File: config.mk
export PLATFORM = sky130hd
export DESIGN_NAME = uart_rx_monitor
export DESIGN_NICKNAME = d
export VERILOG_FILES = /design/src/rtl/uart_rx_monitor.sv
export SDC_FILE = /design/constraint.sdc
export NUM_CORES = 1
export LEC_CHECK = 0
export BUFFER_PORTS_ARGS = -buffer_cell sky130_fd_sc_hd__buf_4
export CORE_ASPECT_RATIO = 1.25
export CORE_MARGIN = 2
export CORE_UTILIZATION = 45
export CTS_CLUSTER_DIAMETER = 30
export DETAILED_ROUTE_END_ITERATION = 10
export SETUP_SLACK_MARGIN = 0.15
export SYNTH_ARGS = -nofsm -noshare
export SYNTH_HDL_FRONTEND = slang
export SYNTH_SLANG_ARGS = --single-unit
File: constraint.sdc
create_clock -name clk -period 5.95 [get_ports clk]
set_clock_uncertainty 0.05 [all_clocks]
set_input_delay 1.19 -clock clk [delete_from_list [all_inputs] [get_ports clk]]
set_output_delay 1.19 -clock clk [all_outputs]
set_load 0.05 [all_outputs]
File: src/rtl/uart_rx_monitor.sv
// UART receiver/monitor with configurable frame format, sticky error flags and a FWFT capture FIFO.
// Optional expected-data compare on pop is enabled by defining UART_RX_MONITOR_EXPECT_EN.
module uart_rx_monitor #(
  parameter int CLK_HZ     = 50000000,
  parameter int BAUDRATE   = 115200,
  parameter int DATA_BITS  = 8,
  parameter int PARITY     = 0,
  parameter int STOP_BITS  = 1,
  parameter int FIFO_DEPTH = 16
) (
  input  logic                          clk,
  input  logic                          reset,
  input  logic                          uart_rx,
  output logic [DATA_BITS-1:0]          rx_data,
  output logic                          rx_valid,
  input  logic                          rx_ready,
  output logic [$clog2(FIFO_DEPTH):0]   rx_level,
  output logic                          busy,
  output logic                          frame_err,
  output logic                          parity_err,
  output logic                          overrun,
`ifdef UART_RX_MONITOR_EXPECT_EN
  input  logic [DATA_BITS-1:0]          exp_data,
  output logic                          mismatch,
  output logic [15:0]                   mismatch_cnt,
`endif
  input  logic                          err_clr
);

  localparam int CLKS_PER_BIT = CLK_HZ / BAUDRATE;
  localparam int CNT_W        = $clog2(CLKS_PER_BIT);
  localparam int AW           = $clog2(FIFO_DEPTH);

  localparam logic [CNT_W-1:0] CNT_HALF = CNT_W'(CLKS_PER_BIT / 2 - 1);
  localparam logic [CNT_W-1:0] CNT_LAST = CNT_W'(CLKS_PER_BIT - 1);
  localparam logic             PAR_ODD  = (PARITY == 1);

  typedef enum logic [2:0] {IDLE, START, DATA, PAR, STOP} state_t;

  state_t               state;
  logic                 sync1, rxs, rxs_prev;
  logic [CNT_W-1:0]     cnt;
  logic [3:0]           bit_idx;
  logic [DATA_BITS-1:0] shreg;

  logic [DATA_BITS-1:0] mem [FIFO_DEPTH];
  logic [AW-1:0]        wr_ptr, rd_ptr;
  logic [AW:0]          level;
  logic                 push, pop, full, push_ok;

  assign busy     = (state != IDLE);
  assign push     = (state == STOP) && (cnt == CNT_LAST) && (bit_idx == 4'(STOP_BITS - 1));
  assign full     = (level == (AW+1)'(FIFO_DEPTH));
  assign rx_valid = (level != '0);
  assign pop      = rx_valid && rx_ready;
  assign push_ok  = push && (!full || pop);
  assign rx_level = level;
  assign rx_data  = rx_valid ? mem[rd_ptr] : '0;

  always_ff @(posedge clk) begin
    if (reset) begin
      sync1      <= 1'b1;
      rxs        <= 1'b1;
      rxs_prev   <= 1'b1;
      state      <= IDLE;
      cnt        <= '0;
      bit_idx    <= '0;
      shreg      <= '0;
      frame_err  <= 1'b0;
      parity_err <= 1'b0;
    end else begin
      sync1    <= uart_rx;
      rxs      <= sync1;
      rxs_prev <= rxs;
      if (err_clr) begin
        frame_err  <= 1'b0;
        parity_err <= 1'b0;
      end
      // Start-bit check at mid-bit; every later sample lands one full bit period after it.
      case (state)
        IDLE: begin
          if (rxs_prev && !rxs) begin
            state <= START;
            cnt   <= '0;
          end
        end
        START: begin
          if (cnt == CNT_HALF) begin
            cnt     <= '0;
            bit_idx <= '0;
            state   <= rxs ? IDLE : DATA;
          end else begin
            cnt <= cnt + 1'b1;
          end
        end
        DATA: begin
          if (cnt == CNT_LAST) begin
            cnt   <= '0;
            shreg <= {rxs, shreg[DATA_BITS-1:1]};
            if (bit_idx == 4'(DATA_BITS - 1)) begin
              bit_idx <= '0;
              state   <= (PARITY != 0) ? PAR : STOP;
            end else begin
              bit_idx <= bit_idx + 1'b1;
            end
          end else begin
            cnt <= cnt + 1'b1;
          end
        end
        PAR: begin
          if (cnt == CNT_LAST) begin
            cnt     <= '0;
            bit_idx <= '0;
            state   <= STOP;
            if ((^shreg ^ rxs) != PAR_ODD) parity_err <= 1'b1;
          end else begin
            cnt <= cnt + 1'b1;
          end
        end
        STOP: begin
          if (cnt == CNT_LAST) begin
            cnt <= '0;
            if (!rxs) frame_err <= 1'b1;
            if (bit_idx == 4'(STOP_BITS - 1)) begin
              bit_idx <= '0;
              state   <= IDLE;
            end else begin
              bit_idx <= bit_idx + 1'b1;
            end
          end else begin
            cnt <= cnt + 1'b1;
          end
        end
        default: state <= IDLE;
      endcase
    end
  end

  always_ff @(posedge clk) begin
    if (push_ok) mem[wr_ptr] <= shreg;
  end

  always_ff @(posedge clk) begin
    if (reset) begin
      wr_ptr  <= '0;
      rd_ptr  <= '0;
      level   <= '0;
      overrun <= 1'b0;
    end else begin
      if (push_ok) wr_ptr <= wr_ptr + 1'b1;
      if (pop)     rd_ptr <= rd_ptr + 1'b1;
      level <= level + (AW+1)'(push_ok) - (AW+1)'(pop);
      if (err_clr)                overrun <= 1'b0;
      if (push && full && !pop)   overrun <= 1'b1;
    end
  end

`ifdef UART_RX_MONITOR_EXPECT_EN
  always_ff @(posedge clk) begin
    if (reset) begin
      mismatch     <= 1'b0;
      mismatch_cnt <= '0;
    end else begin
      if (err_clr) mismatch <= 1'b0;
      if (pop && (rx_data != exp_data)) begin
        mismatch <= 1'b1;
        if (mismatch_cnt != 16'hFFFF) mismatch_cnt <= mismatch_cnt + 1'b1;
      end
    end
  end
`endif

endmodule

Word-level counts from Yosys, hierarchy flattened. Memories as Yosys holds them, arrays and structs flattened. A register that Yosys moved wholly into a read port is not among the register bits. Cells that the tools add are included.

Register bits: 43. RAM bits: 128. Bits of input ports: 5. Output and inout bits: 18. Logic and storage cells: 95. Memories: 1.

Memory list: mem (depth 16, bits a word 8, read ports 1, clocked after memory_dff 1, wr ports 1, RTL line 46) `logic [DATA_BITS-1:0] mem [FIFO_DEPTH];`.

$add $sub $neg: 6. Eq/ne operators: 15. Mux-type cells: 35. Bitwise operators: 1. Reductions and logical operators: 24.

Operators with widths (count): $mux W4 (8); $mux W9 (3); $pmux W9 S3 (1); $mux W3 (7); $pmux W4 S4 (1); $pmux W3 S5 (1); $add A4 B1 Y4 const B (3); $mux W1 (12); $ne A2 B2 Y1 const B (5); $add A9 B1 Y9 const B (1); $eq A9 B8 Y1 const B (1); $eq A9 B9 Y1 const B (1); $mux W8 (1); $reduce_xor A8 Y1 (1); $logic_and A1 B1 Y1 (7); $reduce_and A7 Y1 (1); $eq A3 B2 Y1 const B (2); $reduce_bool A3 Y1 (2); $add A5 B1 Y5 (1); $eq A5 B5 Y1 const B (1); $reduce_and A5 Y1 (1); $reduce_bool A5 Y1 (1); $sub A5 B1 Y5 (1); $eq A4 B3 Y1 const B (1); other kinds (13) (17).

Depth between registers and ports, before layout. Gate-level depths: netlist of run 1.

Depth after elaboration: 6. Mapped depth: 15. Gate-level depth less buffers: 14.

Worst setup path after synthesis of run 1. Ideal clock, no wire load.

Path kind: input to register. Start point: input port rx_ready. End point: register level[4] (netlist: rx_level[4]). Data arrival time: 3491 ps. Setup slack: 2339 ps. Cell stages on the path: 12. Cells stage by stage: and4b_1 -> nor2_1 -> clkbuf_1 -> inv_1 -> ha_1 -> inv_1 -> ha_1 -> fa_1 -> a21oi_1 -> nor2_1 -> or3_1 -> a21oi_1.

Cells in the longest elaborated chain, start to end: 5.

Ends and longest elaborated chain: start: declaration (RTL line 16) `input logic rx_ready,`; $logic_and A1 B1 Y1 * (RTL line 55) `assign pop = rx_valid && rx_ready;`; $logic_or A1 B1 Y1 (RTL line 56) `assign push_ok = push && (!full || pop);`; $logic_and A1 B1 Y1 (RTL line 56); $add A5 B1 Y5 (RTL line 152) `level <= level + (AW+1)'(push_ok) - (AW+1)'(pop);`; $sub A5 B1 Y5 * (RTL line 152); end signal: assignment (RTL line 152); end: declaration (RTL line 48) `logic [AW:0] level;`.

Mark *: on every way between the ends. The rest lies on a longest branch, timed or not. A chain may end at the register's enable or synchronous reset.

==> results_dict.tcl, run 1 <==
set metrics [dict create \
    grt_pass1_vias 4035 \
    area_growth_syn_to_layout_pct 12.3 \
    gp_congestion 0.780 \
    tns_ns 0 \
    synth.net_count 512 \
    clk_pin_slew_ns 0.07 \
    yosys_warnings 0 \
    start_util 0.460 \
    crit_arrival_ns 3.07 \
    switching_power_uw 978 \
    wire_per_inst_um 20.2 \
    core-area_um2 16200 \
    synth_top_area_frac 0.516 \
    regArea_um2 4790 \
    syn_avg_cell_area_um2 15.2 \
    clk_latency_ns 0.43 \
    fin_crit_sh 0.725 \
    synthCells 490 \
    hp-class "register to register" \
    fin_util 0.516 \
    num_io_pins 23 \
    synth_cell_types 60 \
    fin_cells 737 \
    place_hpwl_um 9920 \
    crit_required_ns 4.71 \
    nFillCells 1331 \
    intPower_uw 2200 \
    std_cell_rows 52 \
    switching_share 0.308 \
    crit_type "register to output port" \
    multi_input_area_um2 2480 \
    ir_drop_v 0.000305 \
    seq_area_frac_synth 0.643 \
    numClockSinks 175 \
    max_slew_margin 0.178 \
    ys_async_sr_fraction 0 \
    dp.cells 705 \
    grt-ovfl-total 0 \
    grt_pass1_wl_um 23100 \
    cts_root_buf "clkbuf_16" \
    drc_errors 0 \
    grt_usage 0.178 \
    min_period_ns 4.31 \
    num_vias 4106 \
    rsz0062_at_grt "no" \
    drtAntennaViolNets 0 \
    ys.flop_type "edfxtp_1" \
    whs_ns 0.362 \
    cts_buffers 17 \
    status "finished, final reports clean" \
    path_max_fanout 25 \
    fmax_ghz 0.232 \
    tritoncts "built" \
    yosysMostFrequentCell "edfxtp_1" \
    via_per_inst 5.57 \
    cts_resized 0 \
    dieArea_um2 17600 \
    synth_commonest_cells "128 x edfxtp_1, 47 x dfxtp_1, 40 x mux4_2, 23 x nor2_1" \
    grt_max_degree 40 \
    drt-initial-drc-count 314 \
    cts_buffer_depth 2 \
    drt_pass1_iterations 4 \
    antenna_cells 0 \
    die_h_um 148 \
    yosysTopAreaCell "edfxtp_1" \
    p_comb_frac 0.230 \
    post_cts_buffers 0 \
    maxSlewViolCount 0 \
    startpoint_type "register" \
    layout.nets 530 \
    dp_slack_ns 1.94 \
    hold_viol_final 0 \
    antenna_found_initial 0 \
    synth_edf_count 128 \
    fin_ws_ns 1.64 \
    p_leak_uw 0.00282 \
    synth_area_leaders "edfxtp_1 52%, dfxtp_1 13%, mux4_2 12%" \
    ys_seq_elements 175 \
    drive_gt1_frac 0.200 \
    tightest_slew_ns 1.23 \
    cts_hold_buffers 0 \
    drt_wl_total_um 14900 \
    seqPwrFrac 0.436 \
    die_x_um 119 \
    setup_viol_count_final 0 \
    syn_area_um2 7450 \
    htree_num_levels 4 \
    power_density_nw_per_um2 380 \
    portBuffers 22 \
    cap_violations 0 \
    end_kind "output port" \
    p_clk_frac 0.334 \
]
## layout make-up
class | instances | area share
Clock buffer | 17 | 0.0509
Clock inverter | 15 | 0.0172
Inverter | 20 | 0.00898
Multi-Input combinational cell | 270 | 0.296
Sequential cell | 175 | 0.573
Tap cell | 216 | 0.0323
Timing Repair Buffer | 24 | 0.0216
## final timing paths
check / cells after the start / to / slack [ns] / startpoint
setup / recovery: 5 / rx_data[6] / 1.64 / register
hold / removal: 1 / rxs$_SDFF_PP1_ / 0.36 / sync1$_SDFF_PP1_
setup reg to reg: 14 / rx_level[4]$_SDFF_PP0_ / 2.00 / bit_idx[0]$_SDFFE_PP0P_
hold reg to reg: 1 / rxs$_SDFF_PP1_ / 0.36 / sync1$_SDFF_PP1_
## registers in the layout (all words and copies together) (netlist names), named ones only
signal / flops
bit_idx: 4
rd_ptr: 4
wr_ptr: 4
mem: 128
sync1: 1
frame_err: 1
rx_level: 5
rxs_prev: 1
rxs: 1
parity_err: 1
overrun: 1
shreg: 8
cnt: 9
state: 3
## routing by layer
| metal | routed length [µm] | global-route usage | up-vias |
|---|---|---|---|
| met3 | 494 | 0.0413 | 16 |
| li1 | - | - | 1939 |
| met1 | 6260 | 0.221 | 2062 |
| met5 | 0 | 0 | - |
| met4 | 284 | 0.0649 | 0 |
| met2 | 7880 | 0.307 | 89 |
## critical path, cell delays in order, from the launching register on
cell and delay [ns]:
dfxtp_2 0.92, buf_4 0.35, mux4_2 0.52, mux4_2 0.47
and2_1 0.18, buf_4 0.19
## cell families (layout without fill, tap and decap cells)
kind of cell / count (synthesis) / after routing / share of synthesized area
multiplexers: 52 / 52 / 0.137
AND/OR/NAND/NOR: 132 / 132 / 0.101
adder cells (fa/ha/maj): 17 / 17 / 0.0296
XOR/XNOR: 14 / 14 / 0.0183
flip-flops: 175 / 175 / 0.643
buffers and inverters: 45 / 76 / 0.0247
AO/OA/AOI/OAI: 55 / 55 / 0.0467
## placed cells by master (no fill, tap or decap), drive strengths merged, types with 5 or more instances in the layout
cell and instances:
nor3 8, xnor2 8, nand2 18, dfxtp 47, edfxtp 128, ha 16
buf 24, nor2 23, nand3 17, and2 9, a21oi 12, and3 19
nor2b 6, inv 29, o21ai 17, clkbuf 17, xor2 5, nand4 5
mux2i 12, mux4 40
## through the flow
| step | cell area, µm² | total power (µW) |
|---|---|---|
| 2_1_floorplan | 7450 | 1960 |
| 3_3_place_gp | 7790 | 2150 |
| 3_5_place_dp | 7790 | 2160 |
| 4_1_cts | 8360 | 3210 |
| 5_1_grt | 8360 | 3300 |
| 6_report | 8360 | 3180 |
## power by group through the flow
stage	sequential, µW	combinational (µW)	clock, µW
final	1380	730	1060
after global routing	1400	779	1130
after CTS	1390	744	1080
after detailed placement	1420	742	0
after global placement	1420	738	0
after floorplan	1410	545	0
No activity file was read; power rests on OpenSTA's default activity.
==> inputs of run 2 (changes only) <==
--- a/config.mk
+++ b/config.mk
@@ -5,6 +5,7 @@
 export SDC_FILE = /design/constraint.sdc
 export NUM_CORES = 1
 export LEC_CHECK = 0
+export ABC_AREA = 1
 export BUFFER_PORTS_ARGS = -buffer_cell sky130_fd_sc_hd__buf_4
 export CORE_ASPECT_RATIO = 1.25
 export CORE_MARGIN = 2
==> constraint.sdc (replaced) <==
create_clock -name clk -period 4.4 [get_ports clk]
set_clock_uncertainty 0.05 [all_clocks]
set_input_delay 0.88 -clock clk [delete_from_list [all_inputs] [get_ports clk]]
set_output_delay 0.88 -clock clk [all_outputs]
set_load 0.05 [all_outputs]
==> run 2 against run 1 <==
Via count up 30%. First-iteration DRC count up 33%. Cell count up 37%. Non-clock buffer count up 1. Largest power group unchanged.
==> results_dict.tcl, run 2 <==
set metrics [dict create \
    seq_area_frac_synth 0.632 \
    drt_wl_total_um 17000 \
    antenna_cells 0 \
    numClockSinks 175 \
    htree_num_levels 4 \
    syn_avg_cell_area_um2 9.93 \
    yosys_warnings 0 \
    clk_latency_ns 0.43 \
    max_slew_margin 0.402 \
    layout.nets 802 \
    ys_async_sr_fraction 0 \
    synthCells 763 \
    hold_viol_final 0 \
    power_density_nw_per_um2 545 \
    die_h_um 149 \
    finalPower_uw 4630 \
    max_stage_delay_ns 0.42 \
    startpoint_type "register" \
    synth_commonest_cells "188 x nand2_1, 128 x edfxtp_1, 84 x nor2_1, 66 x a21oi_1, 52 x inv_1" \
    rsz0062_at_grt "no" \
    setup_viol_count_final 0 \
    r2r_start "rx_level[2]$_SDFF_PP0_" \
    layout_commonest_cell "nand2_1" \
    worst_path_max_delay_cell "inv_2" \
    p_leak_uw 0.00336 \
    drive_gt1_frac 0.0972 \
    cts_hold_buffers 0 \
    r2r_slack_ns 1.42 \
    drtAntennaViolNets 0 \
    synth_top_area_frac 0.507 \
    synth_area_leaders "edfxtp_1 51%, dfxtp_1 12%, nand2_1 9.3%" \
    synthAdderAreaFrac 0.0291 \
    crit_arrival_ns 2.46 \
    yosysMostFrequentCell "nand2_1" \
    num_vias 5324 \
    synth_cell_types 38 \
    critPathBufInv 3 \
    top_register "mem" \
    place_hpwl_um 11300 \
    synthXorXnorAreaFrac 0.00694 \
    grt_pass1_wl_um 27300 \
    wire_per_inst_um 16.8 \
    cts_buffer_depth 2 \
    clk_pin_slew_ns 0.06 \
    muxShareOfSynthArea 0 \
    final_cell_mix "188 x nand2_1, 128 x edfxtp_1, 84 x nor2_1" \
    start_util 0.455 \
    yosysTopAreaCell "edfxtp_1" \
    tritoncts "built" \
    dp_slack_ns 1.42 \
    synth.net_count 785 \
    end_kind "output port" \
    crit_required_ns 3.47 \
    hold_path_end "rxs$_SDFF_PP1_" \
    cts_buffers 17 \
    num_io_pins 23 \
    grt-ovfl-total 0 \
    fin_ws_ns 1.01 \
    tns_ns 0 \
    grt_usage 0.202 \
    ys_seq_elements 175 \
    drt-initial-drc-count 417 \
    cts_resized 0 \
    core-area_um2 16600 \
    crit_path_cell_trace "inv_2 > buf_4 > nand2_1 > nand3_1 > nand2_1 > a21oi_1 > o31ai_1 > a21oi_1 > buf_4" \
    grt_max_degree 65 \
    antenna_found_initial 0 \
    tightest_slew_ns 0.895 \
    area_growth_syn_to_layout_pct 12.2 \
    portBuffers 22 \
    cts_root_buf "clkbuf_16" \
    min_period_ns 3.39 \
    path_max_fanout 35 \
    synth_edf_count 128 \
    cp_top_family "buffers and inverters" \
    cap_violations 0 \
    grt_pass1_vias 5130 \
    reg_top3 "mem (128), cnt (9), shreg (8)" \
    ir_drop_v 0.000370 \
    r2r_end "rx_level[4]$_SDFF_PP0_" \
    yosys.area_share.simple 0.194 \
    hp-start "sync1$_SDFF_PP1_" \
    crit_type "register to output port" \
    maxSlewViolCount 0 \
    nFillCells 1517 \
    drt_pass1_iterations 5 \
    hp-class "register to register" \
    largest_reg_flops 128 \
    syn_area_um2 7570 \
    synth-compound-area-share 0.0925 \
    fmax_ghz 0.295 \
    status "finished, final reports clean" \
    synth_top_family_by_area "simple AND/OR/NAND/NOR gates" \
    drc_errors 0 \
    ys.flop_type "edfxtp_1" \
    std_cell_rows 53 \
    dieArea_um2 17900 \
    fin_crit_sh 0.771 \
    gp_congestion 0.872 \
    min_path_cells 1 \
    die_x_um 120 \
    rr_worst_depth 14 \
    post_cts_buffers 0 \
    via_per_inst 5.26 \
]
## run 2: stage by stage
| step | hold WS, ns | cells | utilization | instance area [µm²] |
|---|---|---|---|---|
| after floorplan | 0.339 | 763 | - | 7570 |
| after global placement | 0.347 | 981 | 0.476 | 7920 |
| after detailed placement | 0.350 | 981 | 0.476 | 7920 |
| after CTS | 0.365 | 1012 | 0.511 | 8500 |
| after global routing | 0.391 | 1012 | 0.511 | 8500 |
| final | 0.362 | 1012 | 0.511 | 8500 |
## run 2: logic make-up after synthesis
| family | Yosys count |
|---|---|
| xor gates and xnor gates | 6 |
| adders and majority gates | 17 |
| DFF | 175 |
| buffers and inverters | 86 |
| AOI/OAI and AO/OA | 129 |
| and+or+nand+nor | 350 |
## run 2: area by class of cell
cell class | count | area, µm² | share of cell area
Multi-Input combinational cell | 502 | 2450 | 0.288
Clock buffer | 19 | 433 | 0.0509
Clock inverter | 12 | 145 | 0.0171
Sequential cell | 175 | 4790 | 0.563
Tap cell | 220 | 275 | 0.0324
Timing Repair Buffer | 25 | 188 | 0.0221
Inverter | 59 | 226 | 0.0266
## run 2: how the worst max path moves through the flow
stage,endpoint,cells past startpoint,slack [ns]
4_1_cts,rx_data[5],8,0.95
3_5_place_dp,rx_level[4]$_SDFF_PP0_,14,1.42
2_1_floorplan,rx_data[0],6,0.94
3_3_place_gp,rx_data[7],9,1.48
5_1_grt,rx_data[2],9,0.83
6_report,rx_data[2],9,1.01
## run 2: where the power goes
| group | internal (µW) | switching, µW |
|---|---|---|
| sequential | 1810 | 60.3 |
| combinational | 358 | 921 |
| clock | 882 | 602 |
## run 2: routing by layer
| metal | wire, µm | track usage |
|---|---|---|
| met3 | 562 | 0.0321 |
| met5 | 0 | 0 |
| met4 | 347 | 0.0835 |
| met1 | 7310 | 0.249 |
| met2 | 8820 | 0.351 |
==> inputs of run 3 (changes only) <==
==> constraint.sdc (replaced) <==
create_clock -name clk -period 3.05 [get_ports clk]
set_clock_uncertainty 0.05 [all_clocks]
set_input_delay 0.61 -clock clk [delete_from_list [all_inputs] [get_ports clk]]
set_output_delay 0.61 -clock clk [all_outputs]
set_load 0.05 [all_outputs]
==> run 3 against run 2 <==
Flip-flop and latch count unchanged. Combinational power increased by 53%. Cell area increased by 3.4%. Global-route usage decreased by 0.45 points. Worst setup slack got worse by 0.72 ns. First-iteration DRC count increased by 43%. Sequential share of layout area decreased by 1.8 points. Critical path type unchanged.
==> results_dict.tcl, run 3 (synthesis results as in run 2) <==
set metrics [dict create \
    status "finished, final reports clean" \
    finalPower_uw 6810 \
    numClockSinks 175 \
    grt-ovfl-total 0 \
    std_cell_rows 53 \
    p_clk_frac 0.312 \
    worst_path_max_delay_cell "dfxtp_4" \
    cap_violations 0 \
    grt_pass1_wl_um 26600 \
    core-area_um2 16600 \
    die_h_um 149 \
    final_cell_mix "187 x nand2_1, 128 x edfxtp_1, 84 x nor2_1" \
    area_growth_syn_to_layout_pct 16.1 \
    max_slew_margin 0.448 \
    num_io_pins 23 \
    critPathBufInv 3 \
    grt_pass1_vias 5042 \
    crit_path_cell_trace "inv_8 > buf_12 > nand2_1 > nand3_1 > nand2_1 > a21oi_1 > o31ai_1 > a21oi_1 > buf_4" \
    drtAntennaViolNets 0 \
    drt_wl_total_um 17100 \
    reg_top3 "mem (128), cnt (9), shreg (8)" \
    cp_top_family "buffers and inverters" \
    layout.nets 829 \
    htree_num_levels 4 \
    clk_pin_slew_ns 0.06 \
    fin_crit_sh 0.906 \
    max_stage_delay_ns 0.39 \
    cts_hold_buffers 0 \
    min_period_ns 2.76 \
    end_kind "output port" \
    path_max_fanout 32 \
    gp_congestion 0.905 \
    crit_required_ns 2.39 \
    top_register "mem" \
    crit_type "register to output port" \
    p_leak_uw 0.00351 \
    antenna_cells 0 \
    startpoint_type "register" \
    largest_reg_flops 128 \
    rsz0062_at_grt "yes" \
    grt_max_degree 65 \
    p_comb_frac 0.288 \
    die_x_um 120 \
    drt_pass1_iterations 5 \
    drive_gt1_frac 0.140 \
    setup_viol_count_final 0 \
    cts_buffer_depth 2 \
    hold_viol_final 0 \
    power_density_nw_per_um2 775 \
    cts_root_buf "clkbuf_16" \
    wire_per_inst_um 16.4 \
    tritoncts "built" \
    tightest_slew_ns 0.825 \
    drt-initial-drc-count 597 \
    switching_power_uw 2330 \
    maxSlewViolCount 0 \
    num_vias 5390 \
    place_hpwl_um 11200 \
    antenna_found_initial 0 \
    ir_drop_v 0.000572 \
    fmax_ghz 0.362 \
    hp-class "primary input to register" \
    cts_buffers 17 \
    crit_arrival_ns 2.10 \
    intPower_uw 4490 \
    drc_errors 0 \
    seqPwrFrac 0.400 \
    layout_commonest_cell "nand2_1" \
    switching_share 0.341 \
    dieArea_um2 17900 \
    nFillCells 1514 \
    start_util 0.455 \
    portBuffers 22 \
    via_per_inst 5.19 \
    grt_usage 0.197 \
    tns_ns 0 \
    clk_latency_ns 0.42 \
]
[run 3: power groups by stage]
| stage | clock (µW) | sequential (µW) | combinational [µW] |
|---|---|---|---|
| 4_1_cts | 2160 | 2710 | 1920 |
| 2_1_floorplan | 0 | 2830 | 1310 |
| 3_5_place_dp | 0 | 2760 | 1920 |
| 6_report | 2120 | 2730 | 1960 |
| 5_1_grt | 2250 | 2730 | 2180 |
| 3_3_place_gp | 0 | 2750 | 1880 |
[run 3: worst paths after layout]
| path | cells past startpoint | slack [ns] | startpoint | end |
|---|---|---|---|---|
| hold reg to reg | 1 | 0.36 | sync1$_SDFF_PP1_ | rxs$_SDFF_PP1_ |
| hold / removal | 2 | 0.32 | uart_rx | sync1$_SDFF_PP1_ |
| setup reg to reg | 15 | 0.32 | cnt[1]$_SDFFE_PP0P_ | rx_level[4]$_SDFF_PP0_ |
| setup / recovery | 9 | 0.29 | register | rx_data[6] |
[run 3: layout make-up]
cell class | instances | area (µm²) | area share
Inverter | 59 | 238 | 0.0270
Sequential cell | 175 | 4790 | 0.545
Clock buffer | 18 | 429 | 0.0488
Tap cell | 220 | 275 | 0.0313
Clock inverter | 13 | 148 | 0.0168
Timing Repair Buffer | 52 | 444 | 0.0505
Multi-Input combinational cell | 502 | 2470 | 0.280
[run 3: metrics by stage]
stage	worst slack [ns]	std cells	util	area, µm²	hold slack [ns]
floorplan	0.229	763	-	7580	0.339
global placement	0.311	998	0.486	8080	0.343
detailed placement	0.221	998	0.486	8080	0.348
CTS	0.192	1029	0.520	8660	0.307
global route	0.141	1039	0.528	8790	0.308
finish	0.287	1039	0.528	8790	0.320
[run 3: per-layer routing]
layer,share of wire,GRT usage
met1,0.41,0.234
met5,0,0
met4,0.014,0.0676
met3,0.036,0.0359
met2,0.54,0.357
[run 3: what timing repair did]
item	CTS	global route
resized for setup	1	14
cloned	0	1
setup endpoints to repair	1	9
buffers inserted	0	9
pin swaps	0	4
